===== config.mk =====
export PLATFORM = sky130hd
export DESIGN_NAME = rom_download_router
export DESIGN_NICKNAME = d
export VERILOG_FILES = /design/src/rtl/rom_download_router.sv
export SDC_FILE = /design/constraint.sdc
export NUM_CORES = 1
export LEC_CHECK = 0
export ABC_AREA = 1
export BUFFER_PORTS_ARGS = -buffer_cell sky130_fd_sc_hd__buf_2
export CAP_MARGIN = 25
export CORE_UTILIZATION = 38
export CTS_BUF_LIST = sky130_fd_sc_hd__clkbuf_8
export CTS_CLUSTER_SIZE = 14
export DETAILED_ROUTE_END_ITERATION = 10
export GPL_TIMING_DRIVEN = 0
export PLACE_DENSITY_LB_ADDON = 0.1
export SLEW_MARGIN = 30
export SYNTH_ARGS = -nofsm -noshare
export SYNTH_HDL_FRONTEND = slang
export SYNTH_SLANG_ARGS = --single-unit

===== constraint.sdc =====
create_clock -name clk_sys -period 12.2 [get_ports clk_sys]
set_input_delay 0.61 -clock clk_sys [delete_from_list [all_inputs] [get_ports clk_sys]]
set_output_delay 0.61 -clock clk_sys [all_outputs]
set_load 0.005 [all_outputs]

===== src/rtl/rom_download_router.sv =====
// Steers the ioctl download byte stream into a BRAM window or, packed into WB-byte words, into
// SDRAM over a toggle req/ack handshake; also produces rom_loaded and the core reset.
module rom_download_router #(
   parameter int unsigned WB         = 2,
   parameter int unsigned AW         = 23,
   parameter logic [7:0]  ROM_INDEX  = 8'd0,
   parameter logic [24:0] BRAM_BASE  = 25'h0C000,
   parameter int unsigned BRAM_AW    = 14,
   parameter int unsigned FIFO_DEPTH = 2
) (
   input  logic               clk_sys,
   input  logic               reset,
   input  logic               ioctl_download,
   input  logic [7:0]         ioctl_index,
   input  logic               ioctl_wr,
   input  logic [24:0]        ioctl_addr,
   input  logic [7:0]         ioctl_dout,
   input  logic               user_reset,
   output logic               sdram_req,
   input  logic               sdram_ack,
   output logic               sdram_we,
   output logic [AW-1:0]      sdram_addr,
   output logic [8*WB-1:0]    sdram_d,
   output logic [WB-1:0]      sdram_ds,
   output logic               dl_we,
   output logic [BRAM_AW-1:0] dl_addr,
   output logic [7:0]         dl_data,
   output logic               rom_loaded,
   output logic               core_reset,
   output logic               overflow
);
   localparam int unsigned DW = 8 * WB;
   localparam int unsigned LW = $clog2(WB);
   localparam int unsigned PW = $clog2(FIFO_DEPTH);
   localparam logic [25:0] BRAM_END = {1'b0, BRAM_BASE} + (26'd1 << BRAM_AW);

   typedef enum logic {StIdle, StWait} state_e;

   logic              wr_q, wr_qq, dl_q, dl_qq, ack_s1_q, ack_s2_q;
   logic [24:0]       addr_q;
   logic [7:0]        data_q;
   state_e            state_q, state_d;
   logic              sdram_req_q, sdram_req_d, sdram_we_q, sdram_we_d;
   logic [AW-1:0]     sdram_addr_q, sdram_addr_d;
   logic [DW-1:0]     sdram_d_q, sdram_d_d;
   logic [WB-1:0]     sdram_ds_q, sdram_ds_d;
   logic              dl_we_q, dl_we_d;
   logic [BRAM_AW-1:0] dl_addr_q, dl_addr_d;
   logic [7:0]        dl_data_q, dl_data_d;
   logic              rom_loaded_q, rom_loaded_d, pending_q, pending_d;
   logic              core_reset_q, core_reset_d, overflow_q, overflow_d;
   logic              pv_q, pv_d, pfull_q, pfull_d;
   logic [AW-1:0]     pa_q, pa_d;
   logic [DW-1:0]     pd_q, pd_d;
   logic [WB-1:0]     pds_q, pds_d;
   logic [PW:0]       wp_q, wp_d, rp_q, rp_d;
   logic [AW-1:0]     fa_mem [FIFO_DEPTH];
   logic [DW-1:0]     fd_mem [FIFO_DEPTH];
   logic [WB-1:0]     fds_mem [FIFO_DEPTH];

   logic          byte_ev, start_ev, end_ev, bram_hit, fifo_empty, fifo_full;
   logic          push, push_ok, pop, idle;
   logic [1:0]    lane;
   logic [4:0]    lane_sh;
   logic [AW-1:0] word_addr, push_a;
   logic [DW-1:0] push_d;
   logic [WB-1:0] push_ds;

   assign byte_ev   = wr_q & ~wr_qq & dl_q;
   assign start_ev  = dl_q & ~dl_qq;
   assign end_ev    = ~dl_q & dl_qq;
   assign bram_hit  = ({1'b0, addr_q} >= {1'b0, BRAM_BASE}) && ({1'b0, addr_q} < BRAM_END);
   assign lane      = addr_q[1:0] & 2'(WB - 1);
   assign lane_sh   = {lane, 3'b000};
   assign word_addr = AW'(32'(addr_q) >> LW);

   assign fifo_empty = (wp_q == rp_q);
   assign fifo_full  = (wp_q[PW] != rp_q[PW]) && (wp_q[PW-1:0] == rp_q[PW-1:0]);
   assign idle       = (state_q == StIdle);
   assign pop        = idle && !fifo_empty;
   assign push_ok    = push && (!fifo_full || pop);

   // Pack register; a flush and a completing byte in one cycle park the new word in pfull.
   always_comb begin
      pv_d    = pv_q;
      pfull_d = pfull_q;
      pa_d    = pa_q;
      pd_d    = pd_q;
      pds_d   = pds_q;
      push    = 1'b0;
      push_a  = pa_q;
      push_d  = pd_q;
      push_ds = pds_q;
      if (start_ev) begin
         pv_d = 1'b0; pfull_d = 1'b0; pd_d = '0; pds_d = '0;
      end else if (pfull_q || (end_ev && pv_q)) begin
         push = 1'b1; pv_d = 1'b0; pfull_d = 1'b0; pd_d = '0; pds_d = '0;
      end
      if (byte_ev && !bram_hit) begin
         if (pv_d && (pa_d != word_addr)) begin
            push = 1'b1; pv_d = 1'b0; pd_d = '0; pds_d = '0;
         end
         if (!pv_d) pa_d = word_addr;
         pv_d  = 1'b1;
         pd_d  = (pd_d & ~(DW'(8'hFF) << lane_sh)) | (DW'(data_q) << lane_sh);
         pds_d = pds_d | (WB'(1) << lane);
         if (lane == 2'(WB - 1)) begin
            if (push) begin
               pfull_d = 1'b1;
            end else begin
               push = 1'b1; push_a = pa_d; push_d = pd_d; push_ds = pds_d;
               pv_d = 1'b0; pd_d = '0; pds_d = '0;
            end
         end
      end
   end

   always_comb begin
      state_d      = state_q;
      sdram_req_d  = sdram_req_q;
      sdram_we_d   = sdram_we_q;
      sdram_addr_d = sdram_addr_q;
      sdram_d_d    = sdram_d_q;
      sdram_ds_d   = sdram_ds_q;
      case (state_q)
         StIdle: if (!fifo_empty) begin
            sdram_addr_d = fa_mem[rp_q[PW-1:0]];
            sdram_d_d    = fd_mem[rp_q[PW-1:0]];
            sdram_ds_d   = fds_mem[rp_q[PW-1:0]];
            sdram_we_d   = 1'b1;
            sdram_req_d  = ~sdram_req_q;
            state_d      = StWait;
         end
         StWait: if (ack_s2_q == sdram_req_q) begin
            sdram_we_d = 1'b0;
            state_d    = StIdle;
         end
         default: state_d = StIdle;
      endcase
   end

   always_comb begin
      wp_d         = wp_q + (PW+1)'(push_ok);
      rp_d         = rp_q + (PW+1)'(pop);
      overflow_d   = overflow_q;
      rom_loaded_d = rom_loaded_q;
      pending_d    = pending_q;
      dl_we_d      = byte_ev && bram_hit;
      dl_addr_d    = dl_addr_q;
      dl_data_d    = dl_data_q;
      if (start_ev) overflow_d = 1'b0;
      if (push && !push_ok) overflow_d = 1'b1;
      if (start_ev) begin
         rom_loaded_d = 1'b0;
         pending_d    = 1'b0;
      end else if (end_ev) begin
         pending_d = 1'b1;
      end else if (pending_q && !pv_q && !pfull_q && fifo_empty && idle && !push) begin
         rom_loaded_d = 1'b1;
         pending_d    = 1'b0;
      end
      if (dl_we_d) begin
         dl_addr_d = BRAM_AW'(addr_q - BRAM_BASE);
         dl_data_d = data_q;
      end
      core_reset_d = user_reset | ~rom_loaded_q | dl_q | ~(fifo_empty & idle);
   end

   always_ff @(posedge clk_sys) begin
      if (push_ok) begin
         fa_mem[wp_q[PW-1:0]]  <= push_a;
         fd_mem[wp_q[PW-1:0]]  <= push_d;
         fds_mem[wp_q[PW-1:0]] <= push_ds;
      end
   end

   always_ff @(posedge clk_sys or posedge reset) begin
      if (reset) begin
         wr_q <= 1'b0; wr_qq <= 1'b0; dl_q <= 1'b0; dl_qq <= 1'b0;
         ack_s1_q <= 1'b0; ack_s2_q <= 1'b0;
         addr_q <= '0; data_q <= '0;
         state_q <= StIdle;
         sdram_req_q <= 1'b0; sdram_we_q <= 1'b0;
         sdram_addr_q <= '0; sdram_d_q <= '0; sdram_ds_q <= '0;
         dl_we_q <= 1'b0; dl_addr_q <= '0; dl_data_q <= '0;
         rom_loaded_q <= 1'b0; pending_q <= 1'b0; core_reset_q <= 1'b1; overflow_q <= 1'b0;
         pv_q <= 1'b0; pfull_q <= 1'b0; pa_q <= '0; pd_q <= '0; pds_q <= '0;
         wp_q <= '0; rp_q <= '0;
      end else begin
         wr_q <= ioctl_wr; wr_qq <= wr_q;
         dl_q <= ioctl_download && (ioctl_index == ROM_INDEX); dl_qq <= dl_q;
         ack_s1_q <= sdram_ack; ack_s2_q <= ack_s1_q;
         addr_q <= ioctl_addr; data_q <= ioctl_dout;
         state_q <= state_d;
         sdram_req_q <= sdram_req_d; sdram_we_q <= sdram_we_d;
         sdram_addr_q <= sdram_addr_d; sdram_d_q <= sdram_d_d; sdram_ds_q <= sdram_ds_d;
         dl_we_q <= dl_we_d; dl_addr_q <= dl_addr_d; dl_data_q <= dl_data_d;
         rom_loaded_q <= rom_loaded_d; pending_q <= pending_d;
         core_reset_q <= core_reset_d; overflow_q <= overflow_d;
         pv_q <= pv_d; pfull_q <= pfull_d; pa_q <= pa_d; pd_q <= pd_d; pds_q <= pds_d;
         wp_q <= wp_d; rp_q <= rp_d;
      end
   end

   assign sdram_req  = sdram_req_q;
   assign sdram_we   = sdram_we_q;
   assign sdram_addr = sdram_addr_q;
   assign sdram_d    = sdram_d_q;
   assign sdram_ds   = sdram_ds_q;
   assign dl_we      = dl_we_q;
   assign dl_addr    = dl_addr_q;
   assign dl_data    = dl_data_q;
   assign rom_loaded = rom_loaded_q;
   assign core_reset = core_reset_q;
   assign overflow   = overflow_q;
endmodule


* After elaboration in Yosys (flattened, before gate mapping) *
Memory sizes are Yosys's and may differ from the RTL's. A register that Yosys moved wholly into a read port is not among the register bits.
Index checks and enable logic that the tools add are counted.

storage, ports and cells
  logic and storage cells = 153
  memories kept = 3
  bits in writable memories = 82
  flip-flop bits (word level) = 116

memories
  memory   depth  width  rd ports  clocked after memory_dff  write ports  line  source
  fa_mem   2      23     1         1                         1            57    logic [AW-1:0] fa_mem [FIFO_DEPTH];
  fd_mem   2      16     1         1                         1            58    logic [DW-1:0] fd_mem [FIFO_DEPTH];
  fds_mem  2      2      1         1                         1            59    logic [WB-1:0] fds_mem [FIFO_DEPTH];

operators by class
  order comparisons = 2
  reductions and logical operators = 31
  muxes and demuxes = 58
  bitwise gates (word level) = 20
  shift operators = 3
  equal/unequal tests = 8
  add/sub/neg operators = 3

operators by type and width
  cell                   count
  $mux 16                10
  $mux 23                4
  $mux 1                 32
  $ge 25x16->1 const B   1
  $lt 25x17->1 const B   1
  $ne 23x23->1           1
  $mux 2                 10
  $and 16x16->16         1
  $not 16->16            1
  $or 16x16->16          1
  $shl 8x4->16           1
  $shl 8x4->16 const A   1
  $logic_and 1x1->1      15
  $sub 14x1->14 const B  1
  $logic_not 8->1        1
  $not 1->1              8
  $logic_not 1->1        7
  $reduce_and 2->1       3
  $and 1x1->1            5
  $add 2x1->2            2
  $ne 2x2->1 const B     2
  $pmux 1 s2             2
  $reduce_bool 2->1      2
  $or 1x1->1             3
  8 further kinds        10

* Depth between registers and ports, before layout *
  depth after elaboration = 16
  gate-level depth with buffers = 15
  mapped depth without buffers = 14

* Worst setup path after synthesis *
Ideal clock, no wire load.

  path kind = reg2reg
  start = register dl_q
  end = memory fa_mem[1][0] (enable)
  library setup time = 404 ps
  setup slack = 9143 ps
  data arrival time = 2653 ps
  clock period less this slack = 3057 ps
  stages on the path, launching flop included = 11
  buffers on the path = 0
  cells stage by stage = dfrtp_1 inv_1 ha_1 a21oi_1 inv_1 nor3_1 nand2_2 nand2_1 nand2_1 a21oi_1 ha_1

on the way
  longest elaborated chain between the ends = 14

ends and longest elaborated chain
  item                            line  source
  start: declaration              39    logic wr_q, wr_qq, dl_q, dl_qq, ack_s1_q, ack_s2_q;
  start signal: assignment        191   dl_q <= ioctl_download && (ioctl_index == ROM_INDEX); dl_qq <= dl_q;
  $not 1->1                       71    assign end_ev = ~dl_q & dl_qq;
  $and 1x1->1                     71
  $logic_and 1x1->1               96    end else if (pfull_q || (end_ev && pv_q)) begin
  $logic_or 1x1->1                96
  $mux 1                          96
  $mux 1                          94    if (start_ev) begin
  $logic_and 1x1->1               100   if (pv_d && (pa_d != word_addr)) begin
  $mux 1                          100
  $mux 1                          99    if (byte_ev && !bram_hit) begin
  $mux 1                          107   if (lane == 2'(WB - 1)) begin
  $mux 1 *                        99
  $logic_and 1x1->1 *             81    assign push_ok = push && (!fifo_full || pop);
  $mux 1 *                        170   if (push_ok) begin
  $mux 1 (implied by the code) *  171   fa_mem[wp_q[PW-1:0]] <= push_a;
  end: declaration                57

Every way passes the cells marked *; elsewhere a longest branch is shown, timed or not. The select of a mux whose other input is x is not followed.

* Final worst setup path *
  start = register dl_q
  end = memory fa_mem[1][6] (enable)

The elaborated chain is that of the path after synthesis.

==> run_results.csv <==
group,metric,value,unit
run_status,status,"completed",
power_and_ir_drop,power_density,178,nW/um2
placed_design,dp_hpwl,14400,um
global_route,grt_max_degree,66,
critical_path,crit_arrival,3.23,ns
die,pin_count,116,
power_and_ir_drop,internal_power,0.00143,W
die,rows,57,
placed_design,gp_congestion,0.766,
synth,yosysUniqueCellTypes,31,
global_route,grt_pass1_wl,34500,um
global_route,grt_usage,0.174,
timing,setup_viol,0,
clock_tree,holdBufCountCts,0,
power_and_ir_drop,leakagePower,5.33,nW
timing,setup-tns-final,0,ns
routing,routedWlPerCell,14.9,um
layout,area_growth_syn_to_layout,20.3,%
power_and_ir_drop,clock_power_share,0.353,
placed_design,port_buffers,115,
clock_tree,clkLatencyLatePin,0.54,ns
global_route,antenna_found_initial,0,
timing,fin_crit_sh,0.252,
clock_tree,cts_buffer_depth,3,
synth,async_flop_share,0.657,
layout,final_nets,1120,
clock_tree,htreeDepth,2,
clock_tree,cts_setup_buffers,0,
min_path,hold_class,"primary input to async pin",
job,cap_viol_max_count,0,
power_and_ir_drop,power,0.00201,W
power_and_ir_drop,seqPwrFrac,0.479,
timing,max_freq,0.325,GHz
synth,synth.area.top_cells,"dfrtp_1 42%, edfxtp_1 26%, nand2_1 9.7%, o21ai_0 7.2%, inv_1 4.5%",
critical_path,reg2reg_slack,9.12,ns
critical_path,path_class,"flip-flop to flip-flop",
synth,synth_area,9390,um2
critical_path,startpoint,"dl_q",
timing,fin_worst_skew,0.0238,ns
synth,yosys_warnings,0,
global_route,grt_overflow_total,0,
critical_path,ff2ff_path_depth,10,
synth,postSynthCellCount,906,
clock_tree,cts_tree,"yes",
die,die_y,159,um
synth,synth.most_common_cell,"nand2_1",
die,core,24200,um2
critical_path,critPathLaunchType,"flip-flop",
clock_tree,cts_resized,0,
synth,postSynthAreaPerCell,10.4,um2
synth,synth_seq_cells,239,
routing,drc_errors,0,
critical_path,r2r_start,"dl_q",
critical_path,critPathRequiredTime,12.35,ns
routing,drt-vias-per-instance,4.53,
critical_path,cp-endpoint,"fa_mem[1][6]",
synth,synth_common_cells,"242 x nand2_1, 156 x dfrtp_1, 135 x o21ai_0",
layout,nFillCells,2374,
routing,drtPass1Iterations,7,
power_and_ir_drop,swShare,0.288,
critical_path,rr_endpoint,"fa_mem[1][6]",
critical_path,endpoint_kind,"flip-flop",
layout,diodes,0,
synth,synth_edf_count,82,
synth,synth_top_area_frac,0.416,
synth,post-synth-top-area-cell,"dfrtp_1",
power_and_ir_drop,ir_drop,0.0717,mV
global_route,grt_pass1_vias,6285,
synth,ys_seq_area_frac,0.681,
timing,worst-slew-pin-transition,0.633,ns
layout,layout-drive-gt1-share,0.195,
clock_tree,numCtsBuffers,42,
routing,drt_iter0_drc,381,
die,initial_utilization,0.387,
routing,wirelength,21200,um
synth,synth_flop_cell,"dfrtp_1",
power_and_ir_drop,p_comb_frac,0.168,
synth,syn_nets,959,
die,die_area,25300,um2
clock_tree,clock_sinks,239,
timing,slew_viol_final,0,
timing,rsz0062_at_grt,"false",
timing,min_period,3.08,ns
routing,ant_nets,0,
clock_tree,cts-root-buf,"clkbuf_8",
die,dieWidth,159,um
routing,vias,6454,
critical_path,cp_max_fo,42,
clock_tree,clkTransAtPathRegs,0.06,ns
timing,hold_violations,0,
power_and_ir_drop,net-switching-power,0.000579,W
timing,relSlewSlack,0.578,
## cell families after synthesis
kind of cell / share of synthesized area
compound gates: 0.103
xor+xnor: 0.00839
fa+ha+maj: 0.00799
buf+inv: 0.0682
flops: 0.681
simple gates: 0.132
## power groups by stage
stage | clock (W) | sequential, W | combinational, W
5_1_grt | 0.000778 | 0.000976 | 0.000391
4_1_cts | 0.000737 | 0.000965 | 0.000351
3_3_place_gp | 0 | 0.000980 | 0.000342
2_1_floorplan | 0 | 0.000980 | 0.000184
6_report | 0.000712 | 0.000964 | 0.000339
3_5_place_dp | 0 | 0.000979 | 0.000349
## worst min path at each step
stage,endpoint,slack [ns],cells after the start
floorplan,ack_s2_q,0.33,0
global placement,ack_s2_q,0.33,0
detailed placement,ack_s2_q,0.34,0
CTS,sdram_addr[1],0.02,2
global route,sdram_addr[1],0.03,2
finish,sdram_addr[1],0.04,2
## per-stage QoR
step,hold slack [ns],area [um2],worst slack (ns),instances,utilization
floorplan,0.331,9390,7.36,906,-
global placement,0.333,10400,5.23,1345,0.428
detailed placement,0.339,10500,9.07,1347,0.431
CTS,0.0217,11300,9.04,1424,0.466
global route,0.0299,11300,8.75,1424,0.466
finish,0.0432,11300,9.12,1424,0.466
## cells in the final DEF (no fill, tap or decap), types with 3 or more instances in the layout
master	count
a21oi_2	6
o32ai_1	5
nor2_1	38
inv_2	12
o21ai_0	135
nand4_1	4
clkinv_2	4
clkinv_1	4
nand2_1	242
dfrtp_1	156
buf_6	5
o21ai_1	21
clkbuf_8	54
buf_2	117
xor2_1	7
edfxtp_1	82
o22ai_1	5
a21oi_1	3
nor4_1	3
o21ai_2	4
nand3_1	15
inv_1	127
ha_1	4
clkbuf_1	26
nor3_1	3
## sequential cells by signal, summed over array words and instances, names as in the netlist, 2 cells and up
signal      count
pds_q           2
addr_q         25
fa_mem         46
pa_q           23
dl_addr        14
sdram_ds        2
dl_data         8
pd_q           16
sdram_d        16
fds_mem         4
data_q          8
fd_mem         32
sdram_addr     23
wp_q            2
rp_q            2
## worst max-delay path, cell delays in order, from the launching register on
cell     delay (ns)
dfrtp_1        0.44
inv_1          0.09
ha_1           0.20
a21oi_1        0.13
inv_1          0.07
nor3_1         0.25
nand2_2        0.19
nand2_1        0.09
nand2_1        0.18
a21oi_1        0.40
ha_4           0.61
## routing by layer
metal  up-vias  global-route usage  wire length [um]
met5         -                   0                 0
met4         0              0.0516               419
met3        33              0.0349              1030
met2       157               0.259              9420
met1      3011               0.258             10300
li1       3253                   -                 -
## layout make-up
cell class                      instances  area [um2]  share of cell area
Sequential cell                       239        6390               0.566
Multi-Input combinational cell        507        2380               0.211
Clock buffer                           54         743              0.0658
Timing Repair Buffer                  117         631              0.0558
Inverter                              125         477              0.0422
Tap cell                              324         405              0.0359
Buffer                                 35         171              0.0152
Clock inverter                         23        91.3             0.00809
Note: power is estimated with default switching activity, not from simulation.
